<file path="src/rtl/hazard_ctrl_pkg.sv">
// hazard_ctrl_pkg: opcodes, FSM encoding and forwarding selects shared by the hazard controller.
package hazard_ctrl_pkg;
    localparam logic [6:0] OPCODE_OP     = 7'b0110011;
    localparam logic [6:0] OPCODE_OP_IMM = 7'b0010011;
    localparam logic [6:0] OPCODE_LOAD   = 7'b0000011;
    localparam logic [6:0] OPCODE_STORE  = 7'b0100011;
    localparam logic [6:0] OPCODE_BRANCH = 7'b1100011;
    localparam logic [6:0] OPCODE_JAL    = 7'b1101111;
    localparam logic [6:0] OPCODE_JALR   = 7'b1100111;
    localparam logic [6:0] OPCODE_LUI    = 7'b0110111;
    localparam logic [6:0] OPCODE_AUIPC  = 7'b0010111;
    typedef logic [1:0] hz_state_t;
    localparam hz_state_t ST_RUN    = 2'd0;
    localparam hz_state_t ST_LSTALL = 2'd1;
    localparam hz_state_t ST_MWAIT  = 2'd2;
    localparam hz_state_t ST_FLUSH  = 2'd3;
    localparam logic [1:0] FWD_RF    = 2'd0;
    localparam logic [1:0] FWD_EXMEM = 2'd1;
    localparam logic [1:0] FWD_MEMWB = 2'd2;
    function automatic logic uses_rs1(input logic [6:0] op);
        return op inside {OPCODE_OP, OPCODE_BRANCH, OPCODE_STORE, OPCODE_OP_IMM, OPCODE_LOAD, OPCODE_JALR};
    endfunction
    function automatic logic uses_rs2(input logic [6:0] op);
        return op inside {OPCODE_OP, OPCODE_BRANCH, OPCODE_STORE};
    endfunction
endpackage

</file>
<file path="src/rtl/hazard_ctrl_if.sv">
// hazard_ctrl_if: pipeline-side signals of the hazard controller; slave is the controller.
interface hazard_ctrl_if #(parameter int REG_AW = 5);
    logic [6:0] opcode_id;
    logic [REG_AW-1:0] rs1_id, rs2_id, rd_ex, rd_mem, rd_wb;
    logic mem_read_ex, reg_write_ex, reg_write_mem, reg_write_wb, take_branch_ex, mem_busy;
    logic pc_write, ifid_write, bubble_sel, kill_if, kill_dec;
    logic [1:0] fwd_a, fwd_b;
    modport master (
        output opcode_id, rs1_id, rs2_id, rd_ex, mem_read_ex, reg_write_ex, rd_mem, reg_write_mem,
               rd_wb, reg_write_wb, take_branch_ex, mem_busy,
        input  pc_write, ifid_write, bubble_sel, kill_if, kill_dec, fwd_a, fwd_b
    );
    modport slave (
        input  opcode_id, rs1_id, rs2_id, rd_ex, mem_read_ex, reg_write_ex, rd_mem, reg_write_mem,
               rd_wb, reg_write_wb, take_branch_ex, mem_busy,
        output pc_write, ifid_write, bubble_sel, kill_if, kill_dec, fwd_a, fwd_b
    );
endinterface

</file>
<file path="src/rtl/hazard_ctrl_fwd_sel.sv">
// hazard_ctrl_fwd_sel: per-source EX/MEM and MEM/WB match with 2-bit forwarding select.
module hazard_ctrl_fwd_sel import hazard_ctrl_pkg::*; #(
    parameter int REG_AW = 5
) (
    input  logic              use_rs,
    input  logic [REG_AW-1:0] rs,
    input  logic [REG_AW-1:0] rd_mem,
    input  logic              we_mem,
    input  logic [REG_AW-1:0] rd_wb,
    input  logic              we_wb,
    output logic              hit_mem,
    output logic              hit_wb,
    output logic [1:0]        sel
);
    logic live;
    assign live    = use_rs && rs != '0;
    assign hit_mem = live && we_mem && rd_mem == rs;
    assign hit_wb  = live && we_wb && rd_wb == rs;
    assign sel     = hit_mem ? FWD_EXMEM : hit_wb ? FWD_MEMWB : FWD_RF;
endmodule

</file>
<file path="src/rtl/hazard_ctrl.sv">
// hazard_ctrl: load-use/branch/memory-wait stall FSM and forwarding selects for the 5-stage pipe.
module hazard_ctrl import hazard_ctrl_pkg::*; #(
    parameter int REG_AW         = 5,
    parameter int LOAD_STALL_CYC = 1,
    parameter int BRANCH_PENALTY = 2,
    parameter int FWD_EN         = 1
) (
    input logic clk,
    input logic rst_n,
    hazard_ctrl_if.slave hz
);
    // The decision cycle itself is the first stall/kill cycle, so the counters hold the remainder.
    localparam logic [2:0] LS_CNT = 3'(LOAD_STALL_CYC - 1);
    localparam logic [2:0] BR_CNT = 3'(BRANCH_PENALTY - 1);
    hz_state_t state, state_nx;
    logic [2:0] cnt, cnt_nx;
    logic use1, use2, hit1_ex, hit2_ex, hit1_mem, hit2_mem, hit1_wb, hit2_wb;
    logic load_use, raw_stall, stall, pc_w, ifid_w, bub, kill;
    logic [1:0] sel_a, sel_b;
    assign use1 = uses_rs1(hz.opcode_id);
    assign use2 = uses_rs2(hz.opcode_id);
    assign hit1_ex = use1 && hz.rs1_id != '0 && hz.reg_write_ex && hz.rd_ex == hz.rs1_id;
    assign hit2_ex = use2 && hz.rs2_id != '0 && hz.reg_write_ex && hz.rd_ex == hz.rs2_id;
    hazard_ctrl_fwd_sel #(.REG_AW(REG_AW)) u_fwd_sel_a (
        .use_rs(use1), .rs(hz.rs1_id), .rd_mem(hz.rd_mem), .we_mem(hz.reg_write_mem),
        .rd_wb(hz.rd_wb), .we_wb(hz.reg_write_wb), .hit_mem(hit1_mem), .hit_wb(hit1_wb), .sel(sel_a)
    );
    hazard_ctrl_fwd_sel #(.REG_AW(REG_AW)) u_fwd_sel_b (
        .use_rs(use2), .rs(hz.rs2_id), .rd_mem(hz.rd_mem), .we_mem(hz.reg_write_mem),
        .rd_wb(hz.rd_wb), .we_wb(hz.reg_write_wb), .hit_mem(hit2_mem), .hit_wb(hit2_wb), .sel(sel_b)
    );
    assign load_use  = hz.mem_read_ex && (hit1_ex || hit2_ex);
    // Without forwarding any RAW simply holds ID until the producer leaves WB.
    assign raw_stall = FWD_EN == 0 && (hit1_ex || hit2_ex || hit1_mem || hit2_mem || hit1_wb || hit2_wb);
    assign stall     = load_use || raw_stall;
    always_comb begin
        state_nx = state;
        cnt_nx   = cnt;
        pc_w     = 1'b0;
        ifid_w   = 1'b0;
        bub      = 1'b0;
        kill     = 1'b0;
        if (hz.mem_busy) begin
            state_nx = state == ST_FLUSH ? ST_FLUSH : ST_MWAIT;
        end else if (state == ST_FLUSH) begin
            {pc_w, ifid_w, bub, kill} = 4'b1111;
            state_nx = cnt <= 3'd1 ? ST_RUN : ST_FLUSH;
            cnt_nx   = cnt - 3'd1;
        end else if (hz.take_branch_ex) begin
            {pc_w, ifid_w, bub, kill} = 4'b1111;
            state_nx = BR_CNT == 3'd0 ? ST_RUN : ST_FLUSH;
            cnt_nx   = BR_CNT;
        end else if (state == ST_LSTALL) begin
            bub      = 1'b1;
            state_nx = cnt <= 3'd1 ? ST_RUN : ST_LSTALL;
            cnt_nx   = cnt - 3'd1;
        end else if (stall) begin
            bub      = 1'b1;
            state_nx = load_use && LS_CNT != 3'd0 ? ST_LSTALL : ST_RUN;
            cnt_nx   = LS_CNT;
        end else begin
            {pc_w, ifid_w} = 2'b11;
            state_nx = ST_RUN;
        end
    end
    always_ff @(posedge clk or negedge rst_n) begin
        if (!rst_n) begin
            state <= ST_FLUSH;
            cnt   <= '0;
        end else begin
            state <= state_nx;
            cnt   <= cnt_nx;
        end
    end
    assign hz.pc_write   = rst_n && pc_w;
    assign hz.ifid_write = rst_n && ifid_w;
    assign hz.bubble_sel = !rst_n || bub;
    assign hz.kill_if    = !rst_n || kill;
    assign hz.kill_dec   = !rst_n || kill;
    assign hz.fwd_a      = rst_n && FWD_EN != 0 ? sel_a : FWD_RF;
    assign hz.fwd_b      = rst_n && FWD_EN != 0 ? sel_b : FWD_RF;
endmodule

</file>
<file path="src/flat_wrapper.sv">
// flat-port wrapper written by rule: the top's interface ports become plain ports
module hazard_ctrl_flat import hazard_ctrl_pkg::*;
#(
    parameter int REG_AW         = 5,
    parameter int LOAD_STALL_CYC = 1,
    parameter int BRANCH_PENALTY = 2,
    parameter int FWD_EN         = 1
)
  (clk, rst_n, hz_opcode_id, hz_rs1_id, hz_rs2_id, hz_rd_ex, hz_mem_read_ex, hz_reg_write_ex, hz_rd_mem, hz_reg_write_mem, hz_rd_wb, hz_reg_write_wb, hz_take_branch_ex, hz_mem_busy, hz_pc_write, hz_ifid_write, hz_bubble_sel, hz_kill_if, hz_kill_dec, hz_fwd_a, hz_fwd_b);
  hazard_ctrl_if #(.REG_AW(REG_AW)) hz_i ();
  input logic clk;
  input logic rst_n;
  input wire logic [$bits(hz_i.opcode_id)-1:0] hz_opcode_id;
  input wire logic [$bits(hz_i.rs1_id)-1:0] hz_rs1_id;
  input wire logic [$bits(hz_i.rs2_id)-1:0] hz_rs2_id;
  input wire logic [$bits(hz_i.rd_ex)-1:0] hz_rd_ex;
  input wire logic [$bits(hz_i.mem_read_ex)-1:0] hz_mem_read_ex;
  input wire logic [$bits(hz_i.reg_write_ex)-1:0] hz_reg_write_ex;
  input wire logic [$bits(hz_i.rd_mem)-1:0] hz_rd_mem;
  input wire logic [$bits(hz_i.reg_write_mem)-1:0] hz_reg_write_mem;
  input wire logic [$bits(hz_i.rd_wb)-1:0] hz_rd_wb;
  input wire logic [$bits(hz_i.reg_write_wb)-1:0] hz_reg_write_wb;
  input wire logic [$bits(hz_i.take_branch_ex)-1:0] hz_take_branch_ex;
  input wire logic [$bits(hz_i.mem_busy)-1:0] hz_mem_busy;
  output wire logic [$bits(hz_i.pc_write)-1:0] hz_pc_write;
  output wire logic [$bits(hz_i.ifid_write)-1:0] hz_ifid_write;
  output wire logic [$bits(hz_i.bubble_sel)-1:0] hz_bubble_sel;
  output wire logic [$bits(hz_i.kill_if)-1:0] hz_kill_if;
  output wire logic [$bits(hz_i.kill_dec)-1:0] hz_kill_dec;
  output wire logic [$bits(hz_i.fwd_a)-1:0] hz_fwd_a;
  output wire logic [$bits(hz_i.fwd_b)-1:0] hz_fwd_b;
  assign hz_i.opcode_id = hz_opcode_id;
  assign hz_i.rs1_id = hz_rs1_id;
  assign hz_i.rs2_id = hz_rs2_id;
  assign hz_i.rd_ex = hz_rd_ex;
  assign hz_i.mem_read_ex = hz_mem_read_ex;
  assign hz_i.reg_write_ex = hz_reg_write_ex;
  assign hz_i.rd_mem = hz_rd_mem;
  assign hz_i.reg_write_mem = hz_reg_write_mem;
  assign hz_i.rd_wb = hz_rd_wb;
  assign hz_i.reg_write_wb = hz_reg_write_wb;
  assign hz_i.take_branch_ex = hz_take_branch_ex;
  assign hz_i.mem_busy = hz_mem_busy;
  assign hz_pc_write = hz_i.pc_write;
  assign hz_ifid_write = hz_i.ifid_write;
  assign hz_bubble_sel = hz_i.bubble_sel;
  assign hz_kill_if = hz_i.kill_if;
  assign hz_kill_dec = hz_i.kill_dec;
  assign hz_fwd_a = hz_i.fwd_a;
  assign hz_fwd_b = hz_i.fwd_b;
  hazard_ctrl #(.REG_AW(REG_AW), .LOAD_STALL_CYC(LOAD_STALL_CYC), .BRANCH_PENALTY(BRANCH_PENALTY), .FWD_EN(FWD_EN)) u_core (.clk(clk), .rst_n(rst_n), .hz(hz_i));
endmodule
</file>
<file path="config.mk">
export PLATFORM = sky130hd
export DESIGN_NAME = hazard_ctrl_flat
export DESIGN_NICKNAME = d
export VERILOG_FILES = /design/src/rtl/hazard_ctrl_pkg.sv /design/src/rtl/hazard_ctrl_if.sv /design/src/rtl/hazard_ctrl_fwd_sel.sv /design/src/rtl/hazard_ctrl.sv /design/src/flat_wrapper.sv
export SDC_FILE = /design/constraint.sdc
export NUM_CORES = 1
export LEC_CHECK = 0
export BUFFER_PORTS_ARGS = -buffer_cell sky130_fd_sc_hd__buf_2
export CAP_MARGIN = 5
export CORE_ASPECT_RATIO = 0.8
export CORE_MARGIN = 1
export CORE_UTILIZATION = 41
export CTS_BUF_LIST = sky130_fd_sc_hd__clkbuf_8
export CTS_CLUSTER_SIZE = 8
export DETAILED_ROUTE_END_ITERATION = 10
export PLACE_DENSITY = 0.83
export SYNTH_ARGS = -nofsm -noshare
export SYNTH_HDL_FRONTEND = slang
export SYNTH_SLANG_ARGS = --single-unit
</file>
<file path="constraint.sdc">
create_clock -name clk -period 1.6 [get_ports clk]
set_clock_uncertainty 0.05 [all_clocks]
set_input_delay 0.08 -clock clk [delete_from_list [all_inputs] [get_ports clk]]
set_output_delay 0.08 -clock clk [all_outputs]
set_load 0.01 [all_outputs]
</file>
==> metrics.md, run 1 <==
| Metric | Value |
|---|---|
| Detailed Place HPWL | 2348 µm |
| Post-DR wirelength/cell | 16.72 µm |
| Clock transition at the registers of the reported paths | 0.04 ns |
| Slew Viols, Final | 0 |
| CTS buffer count | 3 |
| Hold Path Class | input pin to async pin |
| Die height | 42.63 µm |
| Area of the die | 0.002250 mm² |
| CTS sink cnt | 5 |
| First-pass GRT wire length | 4968 µm |
| Vias in the first global route | 1140 |
| DRT iter0 DRCs | 107 |
| Syn nets | 152 |
| Net Sw Frac | 39.13% |
| Unique masters post-synth | 33 |
| Slew @ Worst Pin | 0.4290 ns |
| Synth area leader | xnor2_1 |
| Filler instances | 129 |
| Commonest cells after routing, fill and taps aside | 46 x buf_2, 20 x buf_4, 16 x xnor2_1 |
| Initial antenna violation count | 0 |
| CP Class | input pin to output pin |
| Outcome | finished with violations |
| I/O Pins | 49 |
| MaxCap Viol Count | 0 |
| Worst relative slew slack | 71.40% |
| P_sw | 0.3565 mW |
| Core region area | 0.001909 mm² |
| CTS tree | done |
| Starting density of the core | 44.30% |
| DRT Pass-1 Iters | 5 |
| RSZ-0062 raised after global routing | yes |
| Post-synth EDFFs | 0 |
| Layout cells sized above 1 | 46.67% |
| DRT Wirelength | 3411 µm |
| Hold Vio Cnt, Final | 0 |
| Routed Antenna Nets | 0 |
| RePlAce Congestion | 0.9235 |
| IO buf count | 48 |
| Clk root buf | clkbuf_8 |
| Area of placed instances | 0.001191 mm² |
| Ys Warns | 0 |
| Global route total overflow | 0 |
| Data required, critical path | 1.47 ns |
| Gr usage total | 29.96% |
| Top_reg_cell synth | dfrtp_1 |
| Combinational share of power | 53.0% |
| Startpoint Class | input pin |
| Syn Area/Cell | 7.689 µm² |
| FMAX | 0.6212 GHz |
| Failing checks | setup timing |
| Sequential share of power | 21.9% |
| Static leakage | 0.6355 nW |
| Final instance area | 0.001384 mm² |
| H-tree depth | 1 |
| Crit path time final | 1.610 ns |
| Clk_lat worst skew | 0.22 ns |
| Via density | 5.922 |
| Max Root-Sink Buffers | 2 |
| DIE WIDTH | 52.78 µm |
| Crit path capture type | output pin |
| Power density cells | 658.4 mW/mm² |
| Share of Yosys cell area claimed by the top area cell type | 16.57% |
| Synth Cell Area | 845.8 µm² |
| Most common cell after layout, fill and taps aside | buf_2 |
| Nets | 223 |
| Clock power share | 25.1% |
| Peak fanout along the critical path | 4 |
| Final worst-path cycle share | 100.6% |
| Ant diodes | 0 |
| Pre-CTS setup slack | -0.03576 ns |
| Post-synth ARST share | 100.0% |
| Setup ws final | -0.009902 ns |
| Area Growth Syn to Fin | 63.61% |
| Total number of vias | 1208 |
| Row Count | 14 |
| DRC Markers | 0 |
| Synthesized instance count | 110 |
| Arrival time at the worst endpoint | 1.48 ns |
| Int Power | 0.5546 mW |
| Ranking of synthesized cells by area | xnor2_1 17%, xor2_1 14%, dfrtp_1 8.9% |
| Sequential element share of the synthesized area | 15.09% |
| Pin count of the biggest net entering global routing | 15 |
| Final Setup Violations | 1 |
| Flops & latches, synth | 5 |
| WHS | 0.1183 ns |
| Peak supply drop | 0.0006714 V |
[per-layer routing]
layer / up-vias / track usage (%) / routed length (µm)
li1: 542 / - / -
met1: 542 / 39.78 / 1254
met2: 103 / 49.37 / 1655
met3: 21 / 5.435 / 394
met4: 0 / 7.368 / 106
met5: - / 0 / 0
[area by class of cell]
cell class / instances / area [µm²] / share of cell area (%)
Clock buffer: 3 / 41.29 / 2.984
Inverter: 5 / 18.77 / 1.356
Sequential cell: 5 / 127.6 / 9.222
Multi-Input combinational cell: 96 / 733.2 / 52.98
Timing Repair Buffer: 70 / 429.2 / 31.01
Clock inverter: 1 / 3.754 / 0.2712
Tap cell: 24 / 30.03 / 2.170
[worst paths after layout]
path	start	to	slack, ns	cells after the start
max reg2reg	u_core.cnt[0]	u_core.cnt[2]	0.01	6
min in group clk	hz_take_branch_ex	u_core.cnt[0]	0.15	3
max	hz_rs1_id[3]	hz_bubble_sel	-0.01	6
min	rst_n	u_core.state[1]	0.12	3
max in group asynchronous	rst_n	u_core.cnt[2]	0.75	4
min reg2reg	u_core.cnt[1]	u_core.cnt[1]	0.50	2
[cell usage after synthesis, types with 2 or more instances]
master	instances
dfrtp_1	3
nor3_1	7
nand3_1	5
or3_1	2
nor2_1	6
nand4_1	4
inv_1	5
clkbuf_1	2
buf_4	2
a21oi_1	6
nand2_1	7
nor4_1	2
xor2_1	14
or4_1	2
xnor2_1	16
dfstp_2	2
o31ai_1	2
o21ai_0	6
ha_1	2
nand2b_1	2
[power by group through the flow]
stage          logic, mW  registers, mW  clock network [mW]
6_report           0.483          0.200               0.228
5_1_grt            0.522          0.201               0.240
4_1_cts            0.408          0.204               0.230
3_5_place_dp       0.379          0.207                   0
3_3_place_gp       0.365          0.206                   0
2_1_floorplan      0.247          0.183                   0
[worst max-delay path: stages]
cell      delay (ns)
buf_8           0.11
or4_4           0.55
o211ai_4        0.23
o32ai_4         0.16
o22a_2          0.24
buf_6           0.12
[kinds of logic (layout without fill, tap and decap cells)]
group	count (synthesis)	in the layout	synth area share [%]
xor gates and xnor gates	30	30	31.06
AOI/OAI and AO/OA	24	24	20.86
buffers and inverters	9	79	4.882
and+or+nand+nor	40	40	25.15
DFF	5	5	15.09
adders and majority gates	2	2	2.958
[registers in the layout (all words and copies together), names as in the netlist]
| name | cells |
|---|---|
| u_core.cnt | 3 |
| u_core.state | 2 |
[through the flow]
stage	power, mW	setup TNS [ns]	instances	util (%)
CTS	0.8428	0	199	68.09
detailed placement	0.5866	-0.1000	190	62.39
floorplan	0.4301	0	110	-
finish	0.9112	-0.009902	204	72.48
global placement	0.5708	-0.005567	190	62.39
global route	0.9638	-0.1328	204	72.48
[repair_timing]
action / 4_1_cts / 5_1_grt
hold buffers: 1 / 1
endpoints found under the hold margin: 5 / 3
setup endpoints to repair: 4 / 6
setup buffers: 4 / 4
gates resized for setup: 3 / 11
pin swaps: 4 / 5
(Power assumes the default switching activity.)
==> inputs of run 2 (changes only) <==
- SKIP_LAST_GASP: unset -> 1
==> run 2 against run 1 <==
The flow still finishes with violations (setup timing). Non-clock buffer count decreased by 2. Cell count is 0.98% lower. Sequential power about the same. Largest cell class unchanged. Clock power is 4% higher. Wire length decreased by 0.73%. Die area unchanged. First-iteration DRC count rose by 12%. Global-route usage is the same.
==> metrics.md, run 2 (synthesis gave the netlist of run 1 again) <==
| Metric | Value |
|---|---|
| Largest regs | u_core.cnt x3, u_core.state x2 |
| Clk_lat worst skew | 0.23 ns (about the same) |
| Crit path to | hz_ifid_write |
| Commonest cells after routing, fill and taps aside | 46 x buf_2, 19 x buf_4, 16 x xnor2_1 |
| Data required, critical path | 1.47 ns (about the same) |
| Nets | 221 (-0.90%) |
| Global route total overflow | 0 (unchanged) |
| Reg2Reg Depth | 6 (unchanged) |
| FF-to-FF setup slack | 0.01 ns (about the same) |
| Clk root buf | clkbuf_8 |
| Filler instances | 133 (+3.1%) |
| Detailed Place HPWL | 2348 µm (unchanged) |
| Core region area | 0.001909 mm² (unchanged) |
| CTS sink cnt | 5 (unchanged) |
| Final worst-path cycle share | 101.1% (+0.45 points) |
| Total number of vias | 1198 (-0.83%) |
| DRT Pass-1 Iters | 5 (unchanged) |
| Gr usage total | 29.96% (unchanged) |
| Clock transition at the registers of the reported paths | 0.04 ns (about the same) |
| Most flops, register | u_core.cnt |
| IO buf count | 48 (unchanged) |
| Initial antenna violation count | 0 (unchanged) |
| RePlAce Congestion | 0.9235 (unchanged) |
| CP Class | input pin to output pin |
| Area of the die | 0.002250 mm² (unchanged) |
| Slew Viols, Final | 0 (unchanged) |
| Area of placed instances | 0.001191 mm² (unchanged) |
| Max Root-Sink Buffers | 2 (unchanged) |
| Routed Antenna Nets | 0 (unchanged) |
| Die height | 42.63 µm (unchanged) |
| Post-DR wirelength/cell | 16.76 µm (+0.25%) |
| Via density | 5.931 (+0.15%) |
| Final instance area | 0.001360 mm² (-1.7%) |
| CTS tree | done |
| Crit path time final | 1.617 ns (+0.007181 ns) |
| Layout cells sized above 1 | 46.63% (about the same) |
| FMAX | 0.6184 GHz (-0.44%) |
| Peak fanout along the critical path | 4 (unchanged) |
| Static leakage | 0.6157 nW (-3.1%) |
| DIE WIDTH | 52.78 µm (unchanged) |
| DRC Markers | 0 (unchanged) |
| Max reg flops | 3 (unchanged) |
| DRT Wirelength | 3386 µm (-0.73%) |
| H-tree depth | 1 (unchanged) |
| Most common cell after layout, fill and taps aside | buf_2 |
| Crit path capture type | output pin |
| FF/Latch Area | 127.6 µm² (unchanged) |
| MaxCap Viol Count | 0 (unchanged) |
| DRT iter0 DRCs | 120 (+12%) |
| Power density cells | 670.7 mW/mm² (+1.9%) |
| First-pass GRT wire length | 4968 µm (unchanged) |
| Final Setup Violations | 3 (+2) |
| Slew @ Worst Pin | 0.4393 ns (+0.01032 ns) |
| Reg2Reg Launch Point | u_core.cnt[0] |
| Ant diodes | 0 (unchanged) |
| Outcome | finished with violations |
| Starting density of the core | 44.30% (unchanged) |
| Peak supply drop | 0.0006648 V (-0.98%) |
| Area Growth Syn to Fin | 60.80% |
| Hold Path Class | input pin to flop |
| Arrival time at the worst endpoint | 1.49 ns (about the same) |
| Hold Vio Cnt, Final | 0 (unchanged) |
| Worst relative slew slack | 70.72% (-0.69 points) |
| Area of the multi-input gates | 733.2 µm² (unchanged) |
| Vias in the first global route | 1139 (-0.088%) |
| Pre-CTS setup slack | -0.03576 ns (unchanged) |
| Setup ws final | -0.01708 ns (-0.007181 ns) |
| Failing checks | setup timing |
| Worst r2r dst | u_core.cnt[2] |
| Tot Pwr | 0.9121 mW (+0.11%) |
| CP Launch Point | hz_opcode_id[3] |
| CTS buffer count | 3 (unchanged) |
| Startpoint Class | input pin |
| Row Count | 14 (unchanged) |
| Pin count of the biggest net entering global routing | 15 (unchanged) |
| RSZ-0062 raised after global routing | yes |
| I/O Pins | 49 (unchanged) |
run 2: per-stage QoR:
| step | TNS, ns | util (%) | cells | hold slack, ns |
|---|---|---|---|---|
| after floorplan | 0 | - | 110 | -0.2656 |
| after global placement | -0.005567 | 62.39 | 190 | -0.04534 |
| after detailed placement | -0.1000 | 62.39 | 190 | -0.04409 |
| after CTS | -0.01145 | 68.09 | 199 | 0.1299 |
| after global routing | -0.1593 | 71.23 | 202 | 0.1617 |
| final | -0.03515 | 71.23 | 202 | 0.1565 |
run 2: final cells by class:
| class | instances | area share (%) |
|---|---|---|
| timing repair buffer | 68 | 29.81 |
| multi-input combinational | 96 | 53.91 |
| inverter | 5 | 1.380 |
| tap | 24 | 2.208 |
| clock buffer | 3 | 3.036 |
| sequential | 5 | 9.384 |
| clock inverter | 1 | 0.2760 |
run 2: how the worst min path moves through the flow:
stage                      startpoint             to  cells after the start
finish              hz_take_branch_ex  u_core.cnt[0]                      3
CTS                 hz_take_branch_ex  u_core.cnt[0]                      3
detailed placement              rst_n  u_core.cnt[0]                      2
floorplan                       rst_n  u_core.cnt[0]                      0
global placement                rst_n  u_core.cnt[0]                      2
global route        hz_take_branch_ex  u_core.cnt[0]                      3
run 2: what timing repair did:
action,CTS,global route
hold endpoints to repair,5,0
hold buffers,1,0
setup buffers,4,3
resized for setup,3,9
pin swaps,3,5
setup endpoints to repair,4,6
cloned,0,0
run 2: report_power, final:
part	switching, mW	internal (mW)	total [mW]	leakage, nW
sequential	0.0331	0.165	0.198	0.0577
combinational	0.256	0.221	0.477	0.531
clock	0.0715	0.165	0.237	0.0269
total	0.361	0.551	0.912	0.616
run 2: critical path: stages:
cell and delay (ns):
buf_2 0.09, and3b_1 0.21, and4b_1 0.25, o21ai_2 0.10, o32ai_4 0.41, o32ai_4 0.16
buf_2 0.17
run 2: routing by layer:
| layer | part of all wire (%) | up-vias | GRT usage [%] |
|---|---|---|---|
| met3 | 13 | 18 | 5.435 |
| met2 | 47 | 111 | 49.37 |
| li1 | - | 531 | - |
| met5 | 0 | - | 0 |
| met4 | 3.1 | 0 | 7.368 |
| met1 | 36 | 538 | 39.78 |
==> inputs of run 3 (changes only) <==
- BUFFER_PORTS_ARGS: -buffer_cell sky130_fd_sc_hd__buf_2 -> unset
- CORE_UTILIZATION: 41 -> 45
- DONT_BUFFER_PORTS: unset -> 1
- PLACE_DENSITY: 0.83 -> 0.68
- clock period: 1.6 -> 2 ns (I/O delays scaled with it)
==> run 3 against run 2 <==
The flow now finishes without violations. Worst setup slack gained 0.13 ns. Sequential power shrank 18%. Critical path depth shrank 1. Sequential cell count is the same. Cell count shrank 31%. Via count shrank 25%. First-iteration DRC count shrank 78%. Wire length shrank 25%.
==> metrics.md, run 3 (synthesis gave the netlist of run 1 again) <==
| Metric | Value |
|---|---|
| RePlAce Congestion | 0.8128 (-12%) |
| Final worst-path cycle share | 94.26% |
| Row Count | 13 (-1) |
| FMAX | 0.5304 GHz |
| Total number of vias | 894 (-25%) |
| Clock transition at the registers of the reported paths | 0.04 ns (about the same) |
| Die height | 40.78 µm (-4.3%) |
| Pre-CTS setup slack | 0.3837 ns (+0.4195 ns) |
| Starting density of the core | 50.00% (+5.7 points) |
| H-tree depth | 1 (unchanged) |
| Area of the die | 0.002058 mm² (-8.5%) |
| Vias in the first global route | 846 (-26%) |
| Clk root buf | clkbuf_8 |
| Initial antenna violation count | 0 (unchanged) |
| DRC Markers | 0 (unchanged) |
| Outcome | complete, no violations |
| Reg2Reg Depth | 6 (unchanged) |
| CP most frequent cell | o31ai_1 |
| Hold Path Class | input pin to flop |
| Crit path cell chain | nand2_1 -> o21ai_0 -> o31ai_1 -> o31ai_1 -> dlygate4sd3_1 -> o31ai_2 |
| Hold path cells | 2 (-1) |
| Via density | 6.432 (+8.4%) |
| DRT Pass-1 Iters | 4 (-1) |
| Family with the most delay on the worst path | buffers and inverters |
| CTS tree | done |
| Commonest cells after routing, fill and taps aside | 16 x xnor2_1, 14 x xor2_1, 7 x nor3_1, 7 x nand2_1 |
| DIE WIDTH | 50.47 µm (-4.4%) |
| Post-DR wirelength/cell | 18.28 µm (+9.1%) |
| DRT Wirelength | 2541 µm (-25%) |
| CTS sink cnt | 5 (unchanged) |
| Most flops, register | u_core.cnt |
| Cts repair resizes | 0 (-3) |
| WHS | 0.02529 ns (-0.1312 ns) |
| Crit path capture type | flop |
| Setup ws final | 0.1147 ns (+0.1318 ns) |
| Max incr delay on CP | 0.62 ns (+0.21 ns) |
| Detailed Place HPWL | 1904 µm (-19%) |
| I/O Pins | 49 (unchanged) |
| CTS buffer count | 3 (unchanged) |
| Worst r2r dst | u_core.cnt[0] |
| Ant diodes | 0 (unchanged) |
| RSZ-0062 raised after global routing | no |
| Nets | 160 (-28%) |
| Crit path time final | 1.885 ns |
| Most common cell after layout, fill and taps aside | xnor2_1 |
| Hold Vio Cnt, Final | 0 (unchanged) |
| Final Setup Violations | 0 (-3) |
| CP max-delay cell | dlygate4sd3_1 |
| Clk_lat worst skew | 0.23 ns (about the same) |
| Worst relative slew slack | 49.10% (-22 points) |
| Global route total overflow | 0 (unchanged) |
| Power density cells | 631.2 mW/mm² (-5.9%) |
| Post-Route Setup TNS | 0 ns (+0.03515 ns) |
| Max Root-Sink Buffers | 2 (unchanged) |
| Bufs and invs on worst path | 1 (-1) |
| IO buf count | 0 (-100%) |
| Arrival time at the worst endpoint | 1.93 ns (+0.44 ns) |
| Peak fanout along the critical path | 4 (unchanged) |
| Slew @ Worst Pin | 0.7611 ns (+0.3219 ns) |
| Max reg flops | 3 (unchanged) |
| CP Class | flop to flop |
| WHS Endpoint | u_core.cnt[2] |
| Static leakage | 0.3445 nW (-44%) |
| Tot Pwr | 0.6050 mW (-34%) |
| Routed Antenna Nets | 0 (unchanged) |
| Reg2Reg Launch Point | u_core.state[1] |
| First-pass GRT wire length | 3808 µm (-23%) |
| Hold Startpoint | hz_mem_busy |
| Data required, critical path | 2.05 ns (+0.58 ns) |
| Pin count of the biggest net entering global routing | 14 (-1) |
| Largest regs | u_core.cnt x3, u_core.state x2 |
| Layout cells sized above 1 | 11.11% (-36 points) |
| Core region area | 0.001692 mm² (-11%) |
| Area Growth Syn to Fin | 13.31% |
| Peak supply drop | 0.0002879 V (-57%) |
| DRT iter0 DRCs | 27 (-78%) |
| Slew Viols, Final | 0 (unchanged) |
| Gr usage total | 26.09% (-3.9 points) |
| FF-to-FF setup slack | 0.11 ns (+0.10 ns) |
| MaxCap Viol Count | 0 (unchanged) |
| Startpoint Class | flop |
## run 3: cell types whose count changed in the layout (fill, tap and decap cells not counted), moves of 2 or more
cell / change
buf_6: -2
buf_2: -46
or4_1: +2
o32ai_4: -2
dlygate4sd3_1: +3
or4_4: -2
buf_4: -16
## run 3: worst max-delay path by stage
stage / startpoint / to / slack, ns / cells after the start
CTS: u_core.state[0] / u_core.cnt[0] / 0.13 / 6
global placement: hz_rs1_id[0] / hz_ifid_write / 0.45 / 4
finish: u_core.state[1] / u_core.cnt[0] / 0.11 / 6
floorplan: u_core.state[0] / hz_pc_write / 0.32 / 4
detailed placement: hz_rs2_id[0] / hz_ifid_write / 0.38 / 4
global route: u_core.state[1] / u_core.cnt[0] / 0.05 / 6
## run 3: what timing repair did
item,CTS,global route
endpoints found under the hold margin,8,0
setup buffers,0,2
setup endpoints to repair,0,1
hold buffers,4,0
## run 3: area by class of cell
class,instances,area [µm²]
Fill cell,162,733.2
Multi-Input combinational cell,96,676.9
Sequential cell,5,127.6
Timing Repair Buffer,7,62.56
Clock buffer,3,41.29
Tap cell,22,27.53
Inverter,5,18.77
Clock inverter,1,3.754
## run 3: where the power goes
group / leakage (nW) / switching, mW / total [mW] / internal, mW
sequential: 0.0577 / 0.0301 / 0.162 / 0.132
clock: 0.0269 / 0.0539 / 0.186 / 0.132
combinational: 0.260 / 0.131 / 0.257 / 0.126
total: 0.345 / 0.215 / 0.605 / 0.390
## run 3: worst register-to-register path: stages (launching register included)
cell           delay [ns]
dfstp_2              0.57
nand2_1              0.11
o21ai_0              0.17
o31ai_1              0.09
o31ai_1              0.08
dlygate4sd3_1        0.62
o31ai_2              0.07
## run 3: per-stage QoR
stage | instance area, µm² | cells | utilization [%]
final | 958.4 | 139 | 56.66
after global routing | 958.4 | 139 | 56.66
after CTS | 943.4 | 137 | 55.77
after detailed placement | 858.3 | 129 | 50.74
after global placement | 858.3 | 129 | 50.74
after floorplan | 845.8 | 110 | -
## run 3: layer usage
metal	global-route usage, %	part of all wire (%)	routed length [µm]	vias up
met5	0	0	0	-
met4	4.861	1.7	44	0
met3	9.630	9.8	248	7
met2	49.67	47	1185	55
met1	29.07	42	1063	424
li1	-	-	-	408
